`config.mk`:
```
export PLATFORM = sky130hd
export DESIGN_NAME = mem_stage
export DESIGN_NICKNAME = d
export VERILOG_FILES = /design/src/rtl/mem_stage_pkg.sv /design/src/rtl/mem_stage_load_align.sv /design/src/rtl/mem_stage.sv
export SDC_FILE = /design/constraint.sdc
export NUM_CORES = 1
export LEC_CHECK = 0
export BUFFER_PORTS_ARGS = -buffer_cell sky130_fd_sc_hd__buf_4
export CORE_MARGIN = 2
export CORE_UTILIZATION = 50
export DETAILED_ROUTE_END_ITERATION = 10
export PLACE_DENSITY = 0.81
export RECOVER_POWER = 100
export SLEW_MARGIN = 20
export SYNTH_ARGS = -nofsm -noshare
export SYNTH_HDL_FRONTEND = slang
export SYNTH_SLANG_ARGS = --single-unit
```
`constraint.sdc`:
```
create_clock -name clk -period 2.5 [get_ports clk]
set_input_delay 0.125 -clock clk [delete_from_list [all_inputs] [get_ports clk]]
set_output_delay 0.125 -clock clk [all_outputs]
set_load 0.005 [all_outputs]
```
`src/rtl/mem_stage_pkg.sv`:
```
// Shared encodings and store-lane helpers for the memory stage.
package mem_stage_pkg;

  localparam logic [1:0] CMD_NONE  = 2'b00;
  localparam logic [1:0] CMD_LOAD  = 2'b01;
  localparam logic [1:0] CMD_STORE = 2'b10;

  localparam logic [1:0] SIZE_B = 2'b00;
  localparam logic [1:0] SIZE_H = 2'b01;
  localparam logic [1:0] SIZE_W = 2'b10;

  localparam logic [2:0] SX_LB  = 3'b001;
  localparam logic [2:0] SX_LBU = 3'b010;
  localparam logic [2:0] SX_LH  = 3'b011;
  localparam logic [2:0] SX_LHU = 3'b100;

  typedef enum logic {
    ST_IDLE = 1'b0,
    ST_REQ  = 1'b1
  } state_e;

  // Byte offset actually used for an access: halves drop a[0], words drop a[1:0].
  function automatic logic [1:0] align_offset(input logic [1:0] size, input logic [1:0] a);
    case (size)
      SIZE_B:  return a;
      SIZE_H:  return {a[1], 1'b0};
      default: return 2'b00;
    endcase
  endfunction

  function automatic logic [3:0] byte_strobes(input logic [1:0] size, input logic [1:0] off);
    case (size)
      SIZE_B:  return 4'b0001 << off;
      SIZE_H:  return 4'b0011 << off;
      default: return 4'b1111;
    endcase
  endfunction

  function automatic logic [31:0] lane_data(input logic [1:0] size, input logic [31:0] d);
    case (size)
      SIZE_B:  return {4{d[7:0]}};
      SIZE_H:  return {2{d[15:0]}};
      default: return d;
    endcase
  endfunction

endpackage

```
`src/rtl/mem_stage_load_align.sv`:
```
// Load data alignment: shift the addressed lane down, then sign/zero-extend.
module mem_stage_load_align
  import mem_stage_pkg::*;
(
  input  logic [31:0] rdata_i,
  input  logic [1:0]  off_i,
  input  logic [2:0]  sx_ctrl_i,
  output logic [31:0] data_o
);

  logic [31:0] shifted;

  assign shifted = rdata_i >> {off_i, 3'b000};

  always_comb begin
    case (sx_ctrl_i)
      SX_LB:   data_o = {{24{shifted[7]}}, shifted[7:0]};
      SX_LBU:  data_o = {24'h0, shifted[7:0]};
      SX_LH:   data_o = {{16{shifted[15]}}, shifted[15:0]};
      SX_LHU:  data_o = {16'h0, shifted[15:0]};
      default: data_o = rdata_i;
    endcase
  end

endmodule

```
`src/rtl/mem_stage.sv`:
```
// Memory stage: req/ack data-memory access with upstream stall and registered writeback.
// Define MEM_MISALIGN_TRAP_EN to trap misaligned half/word accesses instead of aligning them.
module mem_stage
  import mem_stage_pkg::*;
#(
  parameter int TIMEOUT_CYC = 255
) (
  input  logic        clk,
  input  logic        rst,
  input  logic [31:0] alu_res_i,
  input  logic [31:0] st_data_i,
  input  logic [4:0]  rd_i,
  input  logic [1:0]  cmd_i,
  input  logic [1:0]  be_mem_i,
  input  logic [2:0]  sx_ctrl_i,
  input  logic        we_reg_i,
  input  logic        flush_i,
  output logic        stall_o,
  output logic        dmem_req_o,
  output logic        dmem_we_o,
  output logic [31:0] dmem_addr_o,
  output logic [3:0]  dmem_be_o,
  output logic [31:0] dmem_wdata_o,
  input  logic        dmem_ack_i,
  input  logic [31:0] dmem_rdata_i,
  output logic [31:0] wb_data_o,
  output logic [4:0]  wb_rd_o,
  output logic        wb_we_o,
  output logic        err_o,
  output logic        misalign_o
);

  state_e      state_q, state_d;
  logic        req_q, req_d, we_q, we_d;
  logic [31:0] addr_q, addr_d, wdata_q, wdata_d;
  logic [3:0]  be_q, be_d;
  logic [4:0]  rd_q, rd_d;
  logic [2:0]  sx_q, sx_d;
  logic [1:0]  off_q, off_d;
  logic        ld_we_q, ld_we_d;
  logic [7:0]  cnt_q, cnt_d;
  logic [31:0] wb_data_q, wb_data_d;
  logic [4:0]  wb_rd_q, wb_rd_d;
  logic        wb_we_q, wb_we_d;
  logic        err_q, err_d, mis_q, mis_d;

  logic        is_mem, misalign, issue, ack_hit, timeout;
  logic [1:0]  off;
  logic [31:0] ld_data;

  assign is_mem = (cmd_i == CMD_LOAD) || (cmd_i == CMD_STORE);
  assign off    = align_offset(be_mem_i, alu_res_i[1:0]);

`ifdef MEM_MISALIGN_TRAP_EN
  // Any bits the alignment would discard mean the access is misaligned.
  assign misalign = is_mem && (off != alu_res_i[1:0]);
`else
  assign misalign = 1'b0;
`endif

  assign issue   = (state_q == ST_IDLE) && is_mem && !flush_i && !misalign;
  assign ack_hit = (state_q == ST_REQ) && dmem_ack_i;
  assign timeout = (state_q == ST_REQ) && !dmem_ack_i && (cnt_q == 8'(TIMEOUT_CYC - 1));
  assign stall_o = issue || ((state_q == ST_REQ) && !dmem_ack_i && !timeout);

  mem_stage_load_align u_load_align (
    .rdata_i   (dmem_rdata_i),
    .off_i     (off_q),
    .sx_ctrl_i (sx_q),
    .data_o    (ld_data)
  );

  always_comb begin
    state_d   = state_q;
    req_d     = req_q;
    we_d      = we_q;
    addr_d    = addr_q;
    wdata_d   = wdata_q;
    be_d      = be_q;
    rd_d      = rd_q;
    sx_d      = sx_q;
    off_d     = off_q;
    ld_we_d   = ld_we_q;
    cnt_d     = cnt_q;
    wb_data_d = wb_data_q;
    wb_rd_d   = wb_rd_q;
    wb_we_d   = 1'b0;
    err_d     = 1'b0;
    mis_d     = 1'b0;
    case (state_q)
      ST_IDLE: begin
        cnt_d     = 8'h00;
        wb_data_d = alu_res_i;
        wb_rd_d   = rd_i;
        wb_we_d   = !is_mem && we_reg_i && !flush_i;
        mis_d     = is_mem && !flush_i && misalign;
        if (issue) begin
          state_d = ST_REQ;
          req_d   = 1'b1;
          we_d    = (cmd_i == CMD_STORE);
          addr_d  = {alu_res_i[31:2], 2'b00};
          be_d    = byte_strobes(be_mem_i, off);
          wdata_d = lane_data(be_mem_i, st_data_i);
          rd_d    = rd_i;
          sx_d    = sx_ctrl_i;
          off_d   = off;
          ld_we_d = we_reg_i;
        end
      end
      default: begin
        cnt_d = cnt_q + 8'd1;
        if (ack_hit) begin
          state_d = ST_IDLE;
          req_d   = 1'b0;
          if (!we_q) begin
            wb_data_d = ld_data;
            wb_rd_d   = rd_q;
            wb_we_d   = ld_we_q;
          end
        end else if (timeout) begin
          state_d = ST_IDLE;
          req_d   = 1'b0;
          err_d   = 1'b1;
        end
      end
    endcase
  end

  always_ff @(posedge clk) begin
    if (rst) begin
      state_q   <= ST_IDLE;
      req_q     <= 1'b0;
      we_q      <= 1'b0;
      addr_q    <= 32'h0;
      wdata_q   <= 32'h0;
      be_q      <= 4'h0;
      rd_q      <= 5'h0;
      sx_q      <= 3'h0;
      off_q     <= 2'h0;
      ld_we_q   <= 1'b0;
      cnt_q     <= 8'h00;
      wb_data_q <= 32'h0;
      wb_rd_q   <= 5'h0;
      wb_we_q   <= 1'b0;
      err_q     <= 1'b0;
      mis_q     <= 1'b0;
    end else begin
      state_q   <= state_d;
      req_q     <= req_d;
      we_q      <= we_d;
      addr_q    <= addr_d;
      wdata_q   <= wdata_d;
      be_q      <= be_d;
      rd_q      <= rd_d;
      sx_q      <= sx_d;
      off_q     <= off_d;
      ld_we_q   <= ld_we_d;
      cnt_q     <= cnt_d;
      wb_data_q <= wb_data_d;
      wb_rd_q   <= wb_rd_d;
      wb_we_q   <= wb_we_d;
      err_q     <= err_d;
      mis_q     <= mis_d;
    end
  end

  assign dmem_req_o   = req_q;
  assign dmem_we_o    = we_q;
  assign dmem_addr_o  = addr_q;
  assign dmem_be_o    = be_q;
  assign dmem_wdata_o = wdata_q;
  assign wb_data_o    = wb_data_q;
  assign wb_rd_o      = wb_rd_q;
  assign wb_we_o      = wb_we_q;
  assign err_o        = err_q;
  assign misalign_o   = mis_q;

endmodule
```
# After elaboration in Yosys (flattened, before gate mapping)
# Index checks and enable logic that the tools add are counted.
[op_classes]
n_addsub = 1
n_bitwise = 1
reduce_logical = 21
mux = 22
eq_ne = 11
shifts = 3
[op_table]
columns = ["operator", "n"]
rows = [
  ["one-hot mux 32 bit (4 select lines)", 1],
  ["2-to-1 mux 32 bit", 3],
  ["one-hot mux 32 bit (2 select lines)", 1],
  ["right shift 32 x 5 -> 16 bit", 1],
  ["2-to-1 mux 5 bit", 3],
  ["2-to-1 mux 1 bit", 12],
  ["adder 8 x 1 -> 8 bit, second input constant", 1],
  ["== test 8 bit, second input constant", 1],
  ["logical AND 1 bit", 8],
  ["one-hot mux 4 bit (2 select lines)", 1],
  ["== test 3 x 2 -> 1 bit, second input constant", 2],
  ["AND reduction 2 bit", 3],
  ["== test 2 x 1 -> 1 bit, second input constant", 2],
  ["zero test 1 bit", 4],
  ["one-hot mux 2 bit (2 select lines)", 1],
  ["left shift 1 x 2 -> 4 bit, first input constant", 1],
  ["left shift 2 x 2 -> 4 bit, first input constant", 1],
  ["== test 3 x 1 -> 1 bit, second input constant", 1],
  ["== test 3 bit, second input constant", 1],
  ["inequality test 3 x 1 -> 1 bit, second input constant", 1],
  ["OR reduction 3 bit", 1],
  ["== test 2 bit, second input constant", 1],
  ["zero test 2 bit", 1],
  ["logical OR 1 bit", 2],
  ["other kinds (5)", 5],
]
[word_totals]
wordCells = 74
reg_bits = 127
output_inout_bits = 111

# Logic depth before layout (Yosys ltp)
[logic_depth]
ltp_word = 6
mapped_depth = 7
ltp_nobuf = 6

# Cells and area by module
# From an unflattened synthesis, not the netlist that was laid out.
[hier_totals]
cells_unflattened = 731
hier_area_um2 = 6087.1
[by_module_without_submodules]
columns = ["module", "n_inst", "area_per_inst_um2", "seq_area_each_um2", "cells_each"]
rows = [
  ["mem_stage", 1, 5092.4, 2542.4, 582],
  ["mem_stage_load_align", 1, 994.7, 0.0, 149],
]

# Least setup slack after synthesis
# OpenSTA, ideal clock, no wires.
[synth_path]
kind = "flip-flop to flip-flop"
startpoint = "reg off_q[1]"
endpoint = "reg wb_data_q[16] (netlist: wb_data_o[16])"
t_arrival_ns = 1.688
required_time_ns = 2.357
stages_incl_launch_ff = 6
n_path_buf = 1
setup_slack_ns = 0.669
cell_sequence = "dfxtp_1 > mux4_2 > nor3b_2 > a311oi_4 > buf_6 > a2111oi_2"
[synth_via]
elab_chain_len = 5
[synth_lines]
columns = ["item", "line", "text"]
rows = [
  ["start, declared", "mem_stage.sv:39", "logic [1:0] off_q, off_d;"],
  ["start signal, assigned", "mem_stage.sv:139", "off_q <= 2'h0;"],
  ["start signal, assigned", "mem_stage.sv:156", "off_q <= off_d;"],
  ["right shift 32 x 5 -> 16 bit", "mem_stage_load_align.sv:13", "assign shifted = rdata_i >> {off_i, 3'b000};"],
  ["one-hot mux 32 bit (4 select lines)", "mem_stage_load_align.sv:16", "case (sx_ctrl_i)"],
  ["2-to-1 mux 32 bit", "mem_stage.sv:115", "if (!we_q) begin"],
  ["2-to-1 mux 32 bit", "mem_stage.sv:112", "if (ack_hit) begin"],
  ["2-to-1 mux 32 bit", "mem_stage.sv:90", "case (state_q)"],
  ["end signal, assigned", "mem_stage.sv:159", "wb_data_q <= wb_data_d;"],
  ["end, declared", "mem_stage.sv:42", "logic [31:0] wb_data_q, wb_data_d;"],
]
# Every way passes these cells. The select of a mux whose other input is x is not followed.
# A chain may end at the register's enable or synchronous reset.

# Worst setup path after layout
[layout_path]
startpoint = "reg sx_q[2]"
endpoint = "reg wb_data_q[16] (netlist: wb_data_o[16])"
[layout_via]
elab_chain_len = 5
elab_cells_between_ends = 8
classes_between = "4 x eq/ne; 4 x mux"
[layout_lines]
columns = ["item", "line", "text"]
rows = [
  ["start, declared", "mem_stage.sv:38", "logic [2:0] sx_q, sx_d;"],
  ["start signal, assigned", "mem_stage.sv:138", "sx_q <= 3'h0;"],
  ["start signal, assigned", "mem_stage.sv:155", "sx_q <= sx_d;"],
  ["== test 3 bit (tied with other cells)", "mem_stage_load_align.sv:16", ""],
  ["one-hot mux 32 bit (4 select lines) (*)", "mem_stage_load_align.sv:16", ""],
  ["2-to-1 mux 32 bit (*)", "mem_stage.sv:115", ""],
  ["2-to-1 mux 32 bit (*)", "mem_stage.sv:112", ""],
  ["2-to-1 mux 32 bit (*)", "mem_stage.sv:90", ""],
]
# Every way passes the cells marked *; elsewhere a longest branch is shown, timed or not. The select of a mux whose other input is x is not followed.

==> flow_summary_export.csv <==
group,metric,value,unit
routing,dr_total_vias,6665,
global_route,busiest_layer,"met2",
final_layout,fill_cells,926,
power,ir_drop,457.4,µV
synth,ys.flop_type,"dfxtp_1",
global_route,grt_use_met1,38.63,%
power,p_seq_share,39.9,%
final_layout,nNetsFinal,1120,
floorplan,row_count,40,
setup_path,cp_data_required_time,2.81,ns
final_layout,area_delta_synth_final,42.22,%
cts,clock_latency,0.42,ns
cts,cts_buffer_depth,2,
cts,cts_buffers,17,
run_status,outcome,"completed",
routing,wl_per_cell,18.54,µm
power,comb_power_share,18.3,%
place,gp_congestion,0.9266,
flow_run,drv_cap,0,
synth,synthArstFlopShare,0,%
synth,syn_area_per_cell,7.970,µm²
global_route,grt_pass1_vias,6146,
floorplan,initial_core_util,51.11,%
power,internal_power,4.072,mW
routing,vias_per_cell,5.731,
synth,ys_ff_latch,127,
final_layout,final_util,72.69,%
final_layout,drive_gt1_share,23.13,%
timing,tns,0,ns
timing,clock_skew,0.007846,ns
cts,path_clk_slew,0.06,ns
floorplan,ios,224,
global_route,met2_usage,50.93,%
timing,hold_ws,0.004020,ns
global_route,grt_first_pass_wirelength,32220,µm
floorplan,die_w,114.6,µm
power,swShare,27.52,%
setup_path,crit_type,"register to register",
power,fin_total_pwr,5.619,mW
global_route,grt_max_degree,86,
timing,relSlewSlack,32.40,%
synth,yosysUniqueCellTypes,53,
timing,finalSetupViolations,0,
routing,drtIter0Drc,763,
cts,cts_max_level,4,
power,power_density,646.2,nW/µm²
synth,yosys_warnings,0,
cts,cts_tree,"built",
timing,worst_pin_slew,1.014,ns
place,place_area,7801,µm²
timing,fin_crit,2.154,ns
setup_path,start_kind,"register",
timing,clock.fmax,464.3,MHz
synth,syn_area,6113,µm²
timing,finalHoldViolCount,0,
synth,ys_seq_area_share,41.59,%
routing,routed_wl,21570,µm
global_route,grt_usage,31.92,%
routing,drt-pass1-iter-count,6,
global_route,antenna_found_initial,0,
setup_path,r2r-start,"sx_q[2]$_SDFFE_PP0P_",
cts,clock_sinks,127,
timing,slew_viol_final,0,
timing,rsz0062_at_grt,"false",
timing,finalCritPeriodShare,86.16,%
power,p_switching,1.546,mW
power,p_leak,3.468,nW
power,p_clk_share,41.8,%
global_route,grt.overflow.total,0,
routing,drt.antenna.violating_nets,0,
setup_path,crit_arrival,2.47,ns
routing,drc,0,
floorplan,core,11960,µm²
setup_path,end_kind,"register",
floorplan,dieHeight,114.6,µm
place,port_buffers,220,
final_layout,antennaDiodeCount,0,
final_layout,postLayoutCellArea,8695,µm²
floorplan,fp.dieArea,13130,µm²
setup_path,crit_fanout,17,
setup_path,worstSetupStartpoint,"sx_q[2]$_SDFFE_PP0P_",
place,hpwl,14300,µm
cts,root_buffer,"clkbuf_16",
hold_path,hp-class,"input pin to register",
synth,netlist_instances,767,
synth,synth_edf_count,0,
hold_path,min_from,"flush_i",
global_route,grtUsageMet3,11.01,%
[synth_stat cells (2+ instances only)]
cell / instances / area share (%)
a22oi_1: 7 / 0.86
xor2_1: 4 / 0.57
nor3_1: 4 / 0.33
nor2_1: 61 / 3.7
a21boi_0: 7 / 0.86
a211oi_1: 10 / 1.2
a2111oi_0: 6 / 0.86
o32ai_1: 2 / 0.29
a311oi_1: 13 / 1.9
o221ai_1: 7 / 1.0
and3_1: 3 / 0.31
dfxtp_1: 127 / 42
nand3_1: 6 / 0.49
o21ai_0: 28 / 2.3
buf_2: 5 / 0.41
buf_1: 9 / 0.55
o22ai_1: 14 / 1.4
nor2b_1: 23 / 2.4
inv_1: 5 / 0.31
a31oi_1: 16 / 1.6
a2111oi_2: 10 / 2.5
nand2b_1: 15 / 1.5
nand2_1: 168 / 10
ha_1: 3 / 0.61
nor3b_1: 17 / 2.1
or3_1: 3 / 0.31
nand3b_1: 8 / 0.98
nand4_1: 2 / 0.20
clkbuf_1: 52 / 3.2
buf_4: 4 / 0.49
mux2i_1: 24 / 3.9
o2bb2ai_1: 6 / 0.86
a21oi_1: 71 / 5.8
o211ai_1: 8 / 0.98
[area by class of cell]
| cell class | count | area (µm²) | share of cell area [%] |
|---|---|---|---|
| Timing Repair Buffer | 287 | 2157 | 24.81 |
| Clock buffer | 22 | 474.2 | 5.454 |
| Inverter | 5 | 18.77 | 0.2159 |
| Clock inverter | 9 | 85.08 | 0.9786 |
| Multi-Input combinational cell | 566 | 3233 | 37.19 |
| Tap cell | 147 | 183.9 | 2.115 |
| Sequential cell | 127 | 2542 | 29.24 |
[power by group through the flow]
stage          Clock (mW)  Combinational, mW  Sequential, mW
2_1_floorplan           0              0.486            2.28
5_1_grt              2.46               1.11            2.26
6_report             2.35               1.03            2.24
3_3_place_gp            0              0.979            2.28
4_1_cts              2.35               1.06            2.24
3_5_place_dp            0              0.988            2.28
[path summary, 6_finish.rpt]
check	end	slack (ns)	cells past startpoint
setup / recovery	wb_data_o[16]$_SDFFE_PP0P_	0.35	4
hold / removal	wb_we_o$_SDFF_PP0_	0.004	4
setup reg to reg	wb_data_o[16]$_SDFFE_PP0P_	0.35	4
hold reg to reg	dmem_addr_o[30]$_SDFFE_PP0P_	0.46	2
[kinds of logic after synthesis]
logic type                 Yosys count  share of synthesized area, %
and+or+nand+nor                    315                         23.35
buffers and inverters               76                         5.137
muxes                               26                         4.482
AOI/OAI and AO/OA                  214                         24.05
adders and majority gates            3                        0.6141
xor gates and xnor gates             5                        0.7163
DFF                                127                         41.59
other                                1                       0.06134
[through the flow]
stage	cells	worst slack, ns
detailed placement	1079	0.09831
CTS	1159	0.07343
global placement	1079	0.1434
finish	1163	0.3461
floorplan	769	0.6686
global route	1163	0.1783
[repair_timing]
| item | CTS | global route |
|---|---|---|
| setup endpoints to repair | 0 | 16 |
| resized for setup | 0 | 0 |
| setup buffers | 0 | 4 |
| hold endpoints to repair | 51 | 0 |
| hold buffers | 49 | 0 |
[per-layer routing]
| layer | up-vias | share of wire, % | wire [µm] |
|---|---|---|---|
| met3 | 71 | 11 | 2305 |
| met1 | 3034 | 38 | 8164 |
| li1 | 3174 | - | - |
| met4 | 0 | 4.5 | 973 |
| met2 | 386 | 47 | 10120 |
| met5 | - | 0 | 0 |
[cell usage in the layout (no fill, tap or decap), types with 4 or more instances in the layout]
cell type / n
nand2_1: 169
a31oi_1: 16
nor3b_1: 17
xor2_1: 4
dfxtp_1: 127
o22ai_1: 14
a2111oi_0: 11
nand3_1: 6
mux2i_1: 24
nor2b_1: 22
a311oi_1: 13
clkbuf_4: 67
a22oi_1: 7
a21oi_1: 71
buf_4: 126
o211ai_1: 8
clkbuf_16: 17
o2bb2ai_1: 6
nand2b_1: 15
nand3b_1: 8
clkbuf_1: 44
a21boi_0: 7
o21ai_0: 28
o221ai_1: 7
dlygate4sd3_1: 49
a2111oi_2: 5
nor3_1: 4
a211oi_1: 10
nor2_1: 61
inv_1: 5
[sequential cells by signal, indices dropped and copies added (netlist names)]
| signal | cells |
|---|---|
| dmem_addr_o | 30 |
| dmem_req_o | 1 |
| dmem_be_o | 4 |
| state_q | 1 |
| off_q | 2 |
| cnt_q | 8 |
| wb_rd_o | 5 |
| err_o | 1 |
| wb_we_o | 1 |
| ld_we_q | 1 |
| wb_data_o | 32 |
| dmem_wdata_o | 32 |
| rd_q | 5 |
| sx_q | 3 |
| dmem_we_o | 1 |
[critical path: stages, from the launching register on]
cell and delay [ns]:
dfxtp_1 0.62, o21ai_0 0.28, nand2_1 0.51, nand2_1 0.23
a2111oi_2 0.41
Note: power is estimated with default switching activity, not from simulation.
